### config.mk
export PLATFORM = sky130hd
export DESIGN_NAME = capture_sequencer
export DESIGN_NICKNAME = d
export VERILOG_FILES = /design/src/rtl/counter2_pkg.sv /design/src/rtl/cap_fifo.sv /design/src/rtl/capture_sequencer.sv
export SDC_FILE = /design/constraint.sdc
export NUM_CORES = 1
export LEC_CHECK = 0
export BUFFER_PORTS_ARGS = -buffer_cell sky130_fd_sc_hd__buf_4
export CORE_UTILIZATION = 62
export DETAILED_ROUTE_END_ITERATION = 10
export PLACE_DENSITY = 0.86
export SLEW_MARGIN = 20
export SYNTH_ARGS = -nofsm -noshare
export SYNTH_HDL_FRONTEND = slang
export SYNTH_SLANG_ARGS = --single-unit
### constraint.sdc
create_clock -name clk -period 6.9 [get_ports clk]
set_input_delay 0.69 -clock clk [delete_from_list [all_inputs] [get_ports clk]]
set_output_delay 0.69 -clock clk [all_outputs]
set_load 0.03 [all_outputs]
### src/rtl/counter2_pkg.sv
// Shared definitions for the capture sequencer and the parallel-load shifter
// it feeds: sequencer state encoding and the common default frame width.
package counter2_pkg;

  // Default capture/frame width; the shifter instance must use the same value.
  localparam int DEFAULT_WIDTH = 32;

  // Default number of capture FIFO entries.
  localparam int DEFAULT_DEPTH = 4;

  typedef enum logic [1:0] {
    IDLE  = 2'd0,
    LOAD  = 2'd1,
    SHIFT = 2'd2
  } seq_state_t;

endpackage

### src/rtl/cap_fifo.sv
// Single-clock capture FIFO.
//   clk    : rising-edge clock
//   rst_n  : asynchronous active-low reset (pointers and level only)
//   push   : write wdata this edge (accepted when not full, or when full
//            and a pop happens on the same edge)
//   pop    : remove head this edge (ignored when empty)
//   wdata  : value to queue
//   head   : oldest queued value
//   level  : number of queued entries, 0..DEPTH
//   full   : level == DEPTH
//   empty  : level == 0
module cap_fifo
  import counter2_pkg::*;
#(
  parameter int WIDTH = DEFAULT_WIDTH,
  parameter int DEPTH = DEFAULT_DEPTH
) (
  input  logic                         clk,
  input  logic                         rst_n,
  input  logic                         push,
  input  logic                         pop,
  input  logic [WIDTH-1:0]             wdata,
  output logic [WIDTH-1:0]             head,
  output logic [$clog2(DEPTH+1)-1:0]   level,
  output logic                         full,
  output logic                         empty
);

  localparam int AW = $clog2(DEPTH);
  localparam int LW = $clog2(DEPTH+1);

  logic [WIDTH-1:0] r_mem [DEPTH];
  logic [AW-1:0]    r_wr;
  logic [AW-1:0]    r_rd;
  logic [LW-1:0]    r_level;
  logic             w_pop_ok;
  logic             w_push_ok;

  assign full  = (r_level == LW'(DEPTH));
  assign empty = (r_level == '0);
  assign level = r_level;
  assign head  = r_mem[r_rd];

  // A pop on the same edge frees the slot, so a push at full still lands.
  assign w_pop_ok  = pop & ~empty;
  assign w_push_ok = push & (~full | w_pop_ok);

  // Storage carries no reset; only entries below the level are ever read.
  always_ff @(posedge clk) begin
    if (w_push_ok) begin
      r_mem[r_wr] <= wdata;
    end
  end

  // Pointers wrap naturally because DEPTH is a power of two.
  always_ff @(posedge clk or negedge rst_n) begin
    if (!rst_n) begin
      r_wr    <= '0;
      r_rd    <= '0;
      r_level <= '0;
    end else begin
      if (w_push_ok) begin
        r_wr <= r_wr + 1'b1;
      end
      if (w_pop_ok) begin
        r_rd <= r_rd + 1'b1;
      end
      unique case ({w_push_ok, w_pop_ok})
        2'b10:   r_level <= r_level + 1'b1;
        2'b01:   r_level <= r_level - 1'b1;
        default: r_level <= r_level;
      endcase
    end
  end

endmodule

### src/rtl/capture_sequencer.sv
// Capture sequencer: timestamps rising edges of an asynchronous trigger with
// the free-running counter, queues them, and plays each one out as a frame
// through a downstream parallel-load shift register.
//   clk        : rising-edge clock, shared with the shifter
//   rst_n      : asynchronous active-low reset
//   trig_in    : asynchronous trigger; a rising edge requests a capture
//   cnt_in     : free-running counter, synchronous to clk
//   done_in    : shifter done flag (bit 0 on sout)
//   load       : shifter load (1 = load/hold, 0 = shift)
//   din        : shifter parallel data
//   sframe     : high exactly while sout carries frame bits MSB..0
//   fifo_level : captures queued
//   overflow   : sticky; a capture was dropped because the FIFO was full
module capture_sequencer
  import counter2_pkg::*;
#(
  parameter int WIDTH = DEFAULT_WIDTH,
  parameter int DEPTH = DEFAULT_DEPTH
) (
  input  logic                        clk,
  input  logic                        rst_n,
  input  logic                        trig_in,
  input  logic [WIDTH-1:0]            cnt_in,
  input  logic                        done_in,
  output logic                        load,
  output logic [WIDTH-1:0]            din,
  output logic                        sframe,
  output logic [$clog2(DEPTH+1)-1:0]  fifo_level,
  output logic                        overflow
);

  logic             r_s1;
  logic             r_s2;
  logic             r_s3;
  seq_state_t       r_state;
  logic             r_load;
  logic [WIDTH-1:0] r_din;
  logic             r_sframe;
  logic             r_overflow;

  logic             w_rise;
  logic             w_pop;
  logic             w_full;
  logic             w_empty;
  logic [WIDTH-1:0] w_head;

  // Two flops resolve metastability; the third gives the edge reference.
  always_ff @(posedge clk or negedge rst_n) begin
    if (!rst_n) begin
      r_s1 <= 1'b0;
      r_s2 <= 1'b0;
      r_s3 <= 1'b0;
    end else begin
      r_s1 <= trig_in;
      r_s2 <= r_s1;
      r_s3 <= r_s2;
    end
  end

  assign w_rise = r_s2 & ~r_s3;
  assign w_pop  = (r_state == IDLE) & ~w_empty;

  cap_fifo #(
    .WIDTH (WIDTH),
    .DEPTH (DEPTH)
  ) u_fifo (
    .clk   (clk),
    .rst_n (rst_n),
    .push  (w_rise),
    .pop   (w_pop),
    .wdata (cnt_in),
    .head  (w_head),
    .level (fifo_level),
    .full  (w_full),
    .empty (w_empty)
  );

  // A capture is lost only when full and no pop frees a slot on that edge.
  always_ff @(posedge clk or negedge rst_n) begin
    if (!rst_n) begin
      r_overflow <= 1'b0;
    end else if (w_rise & w_full & ~w_pop) begin
      r_overflow <= 1'b1;
    end
  end

  // IDLE keeps the shifter reloading zero so sout idles low between frames.
  // The shifter samples din at the edge that ends LOAD; that same edge
  // raises sframe, which drops on the edge after done_in shows bit 0.
  always_ff @(posedge clk or negedge rst_n) begin
    if (!rst_n) begin
      r_state  <= IDLE;
      r_load   <= 1'b1;
      r_din    <= '0;
      r_sframe <= 1'b0;
    end else begin
      unique case (r_state)
        IDLE: begin
          r_load <= 1'b1;
          if (w_pop) begin
            r_din   <= w_head;
            r_state <= LOAD;
          end else begin
            r_din <= '0;
          end
        end
        LOAD: begin
          r_load   <= 1'b0;
          r_sframe <= 1'b1;
          r_state  <= SHIFT;
        end
        SHIFT: begin
          if (done_in) begin
            r_load   <= 1'b1;
            r_din    <= '0;
            r_sframe <= 1'b0;
            r_state  <= IDLE;
          end
        end
        default: begin
          r_load   <= 1'b1;
          r_din    <= '0;
          r_sframe <= 1'b0;
          r_state  <= IDLE;
        end
      endcase
    end
  end

  assign load     = r_load;
  assign din      = r_din;
  assign sframe   = r_sframe;
  assign overflow = r_overflow;

endmodule

==> results.tsv <==
metric	value	unit
period utilization	39.43	%
#FFs+latches synth	175	
async set or reset register ratio after synthesis	26.86	%
Req. time, crit path	7340	ps
worst slack, placed	4152	ps
WL per Instance	23.10	microns
DR pass1 iterations	4	
Synth Flop Type	edfxtp_1	
Final nets	416	
Final Critical Period	2721	ps
worst hold margin	183.0	ps
Metal-1 WL	4586	microns
Post-CTS Resized	0	
DP Wirelength	6386	microns
fin util	77.54	%
synthesized cell area	6445	sq um
syn nets	338	
CP endpoint	u_fifo.level[2]	
largest family of logic cells by synthesized area	multiplexers	
DR WL met3	607	microns
Fin. Hold Viols	0	
first-pass GRT wire length	18410	microns
status	complete, no violations	
PortBufs	73	
GR Overflow Total	0	
relative slew slack	40.14	%
final setup margin	4179	ps
Post-CTS Setup Inserts	0	
hold_buf cts	0	
terminus of the critical flop-to-flop path	u_fifo.level[2]	
initial antenna violation count	0	
Die ar.	10810	sq um
highest metal used	met4	
crit end category	flop	
num rows	36	
Min-Delay Path Class	in -> async	
Synth Area in XOR/XNOR	0.8154	%
CTS Sinks	175	
RSZ-0062 raised after global routing	false	
met2 wire len	6492	microns
Final ANT Viol Nets	0	
TritonCTS clock tree	done	
CP Class	reg -> reg	
post-DR vias/cell	6.031	
final setup fails	0	
worst slew pin tran	895.8	ps
Crit Path Max Fanout	34	
core area	9910	sq um
logic gate share of total power	29.6	%
Yosys Warn Count	0	
distinct cell type count after synthesis	29	
GPL Wtd Cong	0.6983	
internal power	2.377	mW
net switching fraction of the power	32.50	%
max-cap viol count	0	
worst skew pair latency	520	ps
DRC	0	
Flop pwr share	42.9	%
routed wire length	12010	microns
Startpoint Class	flop	
area delta synth->final	19.22	%
die height	104.0	microns
Worst Reg-to-Reg Cells	8	
H-tree depth	4	
clk root buf	clkbuf_8	
multiplexer share of the synthesized area	11.59	%
maximum clock rate	0.3675	GHz
Antenna diodes	0	
Initial DRC Count	180	
pwr dens	458.2	nW/um^2
Die Wd	104.0	microns
aggregate global-route resource usage	24.00	%
Clk pwr share	27.5	%
Synth Area in Compound Gates	5.242	%
total power	3.521	mW
max-slew violation count	0	
Post-Synthesis Cells	296	
Seq/Total Area, Yosys	77.91	%
launching point of the worst reg2reg path	r_state[0]	
vias in the first global route	3267	
CP arrival	3160	ps
share of layout cells above drive strength 1	38.24	%
reg-to-reg slack, setup	4180	ps
Clk pin slew, worst setup/hold paths	70	ps
clock buffer depth	2	
Via Count	3136	
Synth Area in Adders	1.281	%
Post-synth EDFFs	128	
largest net degree at the start of global routing	48	
worst setup path start	r_state[0]	
Synth Area in Simple Gates	1.301	%
setup_tns	0	ps
synthesized area per cell	21.77	sq um
Starting Density	65.04	%
I/O pin count	74	
sw power	1.144	mW
Layout Skew	8.613	ps
P_leak	2.901	nW
worst vdd ir	0.2338	mV
Num CTS Buffers	17	
==> critical path: stages, from the launching register on <==
cell and delay [ps]:
dfrtp_1 420, or2_1 340, nor2_4 740, ha_1 320, inv_1 60, fa_1 370
xor2_1 150, nor2_1 110, xor2_1 140
==> layout by cell type, fill, tap and decap left out, types with 4 or more instances in the layout <==
| cell | n |
|---|---|
| nor2_1 | 5 |
| ha_1 | 5 |
| dfrtp_1 | 44 |
| and2_2 | 4 |
| buf_4 | 74 |
| mux4_2 | 32 |
| edfxtp_1 | 128 |
| inv_1 | 8 |
| a22o_1 | 32 |
| clkbuf_16 | 16 |
| clkinv_4 | 4 |
| xor2_1 | 4 |
==> synthesized netlist by cell type, types with 2 or more instances <==
master,instances,share of area [%]
edfxtp_1,128,60
xor2_1,4,0.54
inv_1,8,0.47
buf_2,3,0.23
buf_4,4,0.47
nor2_1,5,0.29
a22o_1,32,4.3
ha_1,5,0.97
dfrtp_1,46,18
clkbuf_1,6,0.35
buf_6,2,0.35
xnor2_1,2,0.27
mux4_2,32,11
and2_2,4,0.47
==> per-stage QoR <==
stage | cell area, sq um | instances
after global placement | 7084 | 488
after detailed placement | 7084 | 488
final | 7684 | 520
after floorplan | 6445 | 296
after global routing | 7684 | 520
after CTS | 7684 | 520
==> power by group through the flow <==
stage,registers (mW),clock network [mW],logic [mW]
detailed placement,1.53,0,1.03
floorplan,1.61,0,0.633
CTS,1.51,0.972,1.06
global route,1.53,1.01,1.11
global placement,1.51,0,0.996
finish,1.51,0.967,1.04
==> flip-flops by register name (all words and copies together) (netlist names), 2 cells and up <==
name	count
u_fifo.r_mem	128
din	32
u_fifo.r_rd	2
u_fifo.level	3
u_fifo.r_wr	2
r_state	2
==> cell families (layout without fill, tap and decap cells) <==
| family | count (synthesis) | after routing |
|---|---|---|
| XOR/XNOR | 6 | 6 |
| flip-flops | 175 | 175 |
| AO/OA/AOI/OAI | 37 | 37 |
| AND/OR/NAND/NOR | 15 | 15 |
| multiplexers | 34 | 34 |
| buffers and inverters | 23 | 114 |
| adder cells (fa/ha/maj) | 6 | 6 |
==> worst min path at each step <==
| stage | endpoint | slack [ps] | cells past startpoint |
|---|---|---|---|
| finish | u_fifo.level[1] | 180 | 1 |
| global route | din[7] | 220 | 1 |
| CTS | din[3] | 190 | 1 |
| detailed placement | r_s2 | 360 | 0 |
| global placement | r_s2 | 340 | 0 |
| floorplan | r_s2 | 330 | 0 |
==> per-layer routing <==
metal | global-route usage (%) | up-vias
met5 | 0 | -
met4 | 10.92 | 0
met3 | 5.013 | 22
met2 | 39.86 | 125
met1 | 30.95 | 1632
li1 | - | 1357
==> layout make-up <==
class / count / area [sq um]
Multi-Input combinational cell: 98 / 1309
Clock buffer: 18 / 417.9
Inverter: 8 / 30.03
Tap cell: 133 / 166.4
Clock inverter: 14 / 181.4
Timing Repair Buffer: 74 / 555.5
Fill cell: 543 / 2226
Sequential cell: 175 / 5024
Note: power is estimated with default switching activity, not from simulation.
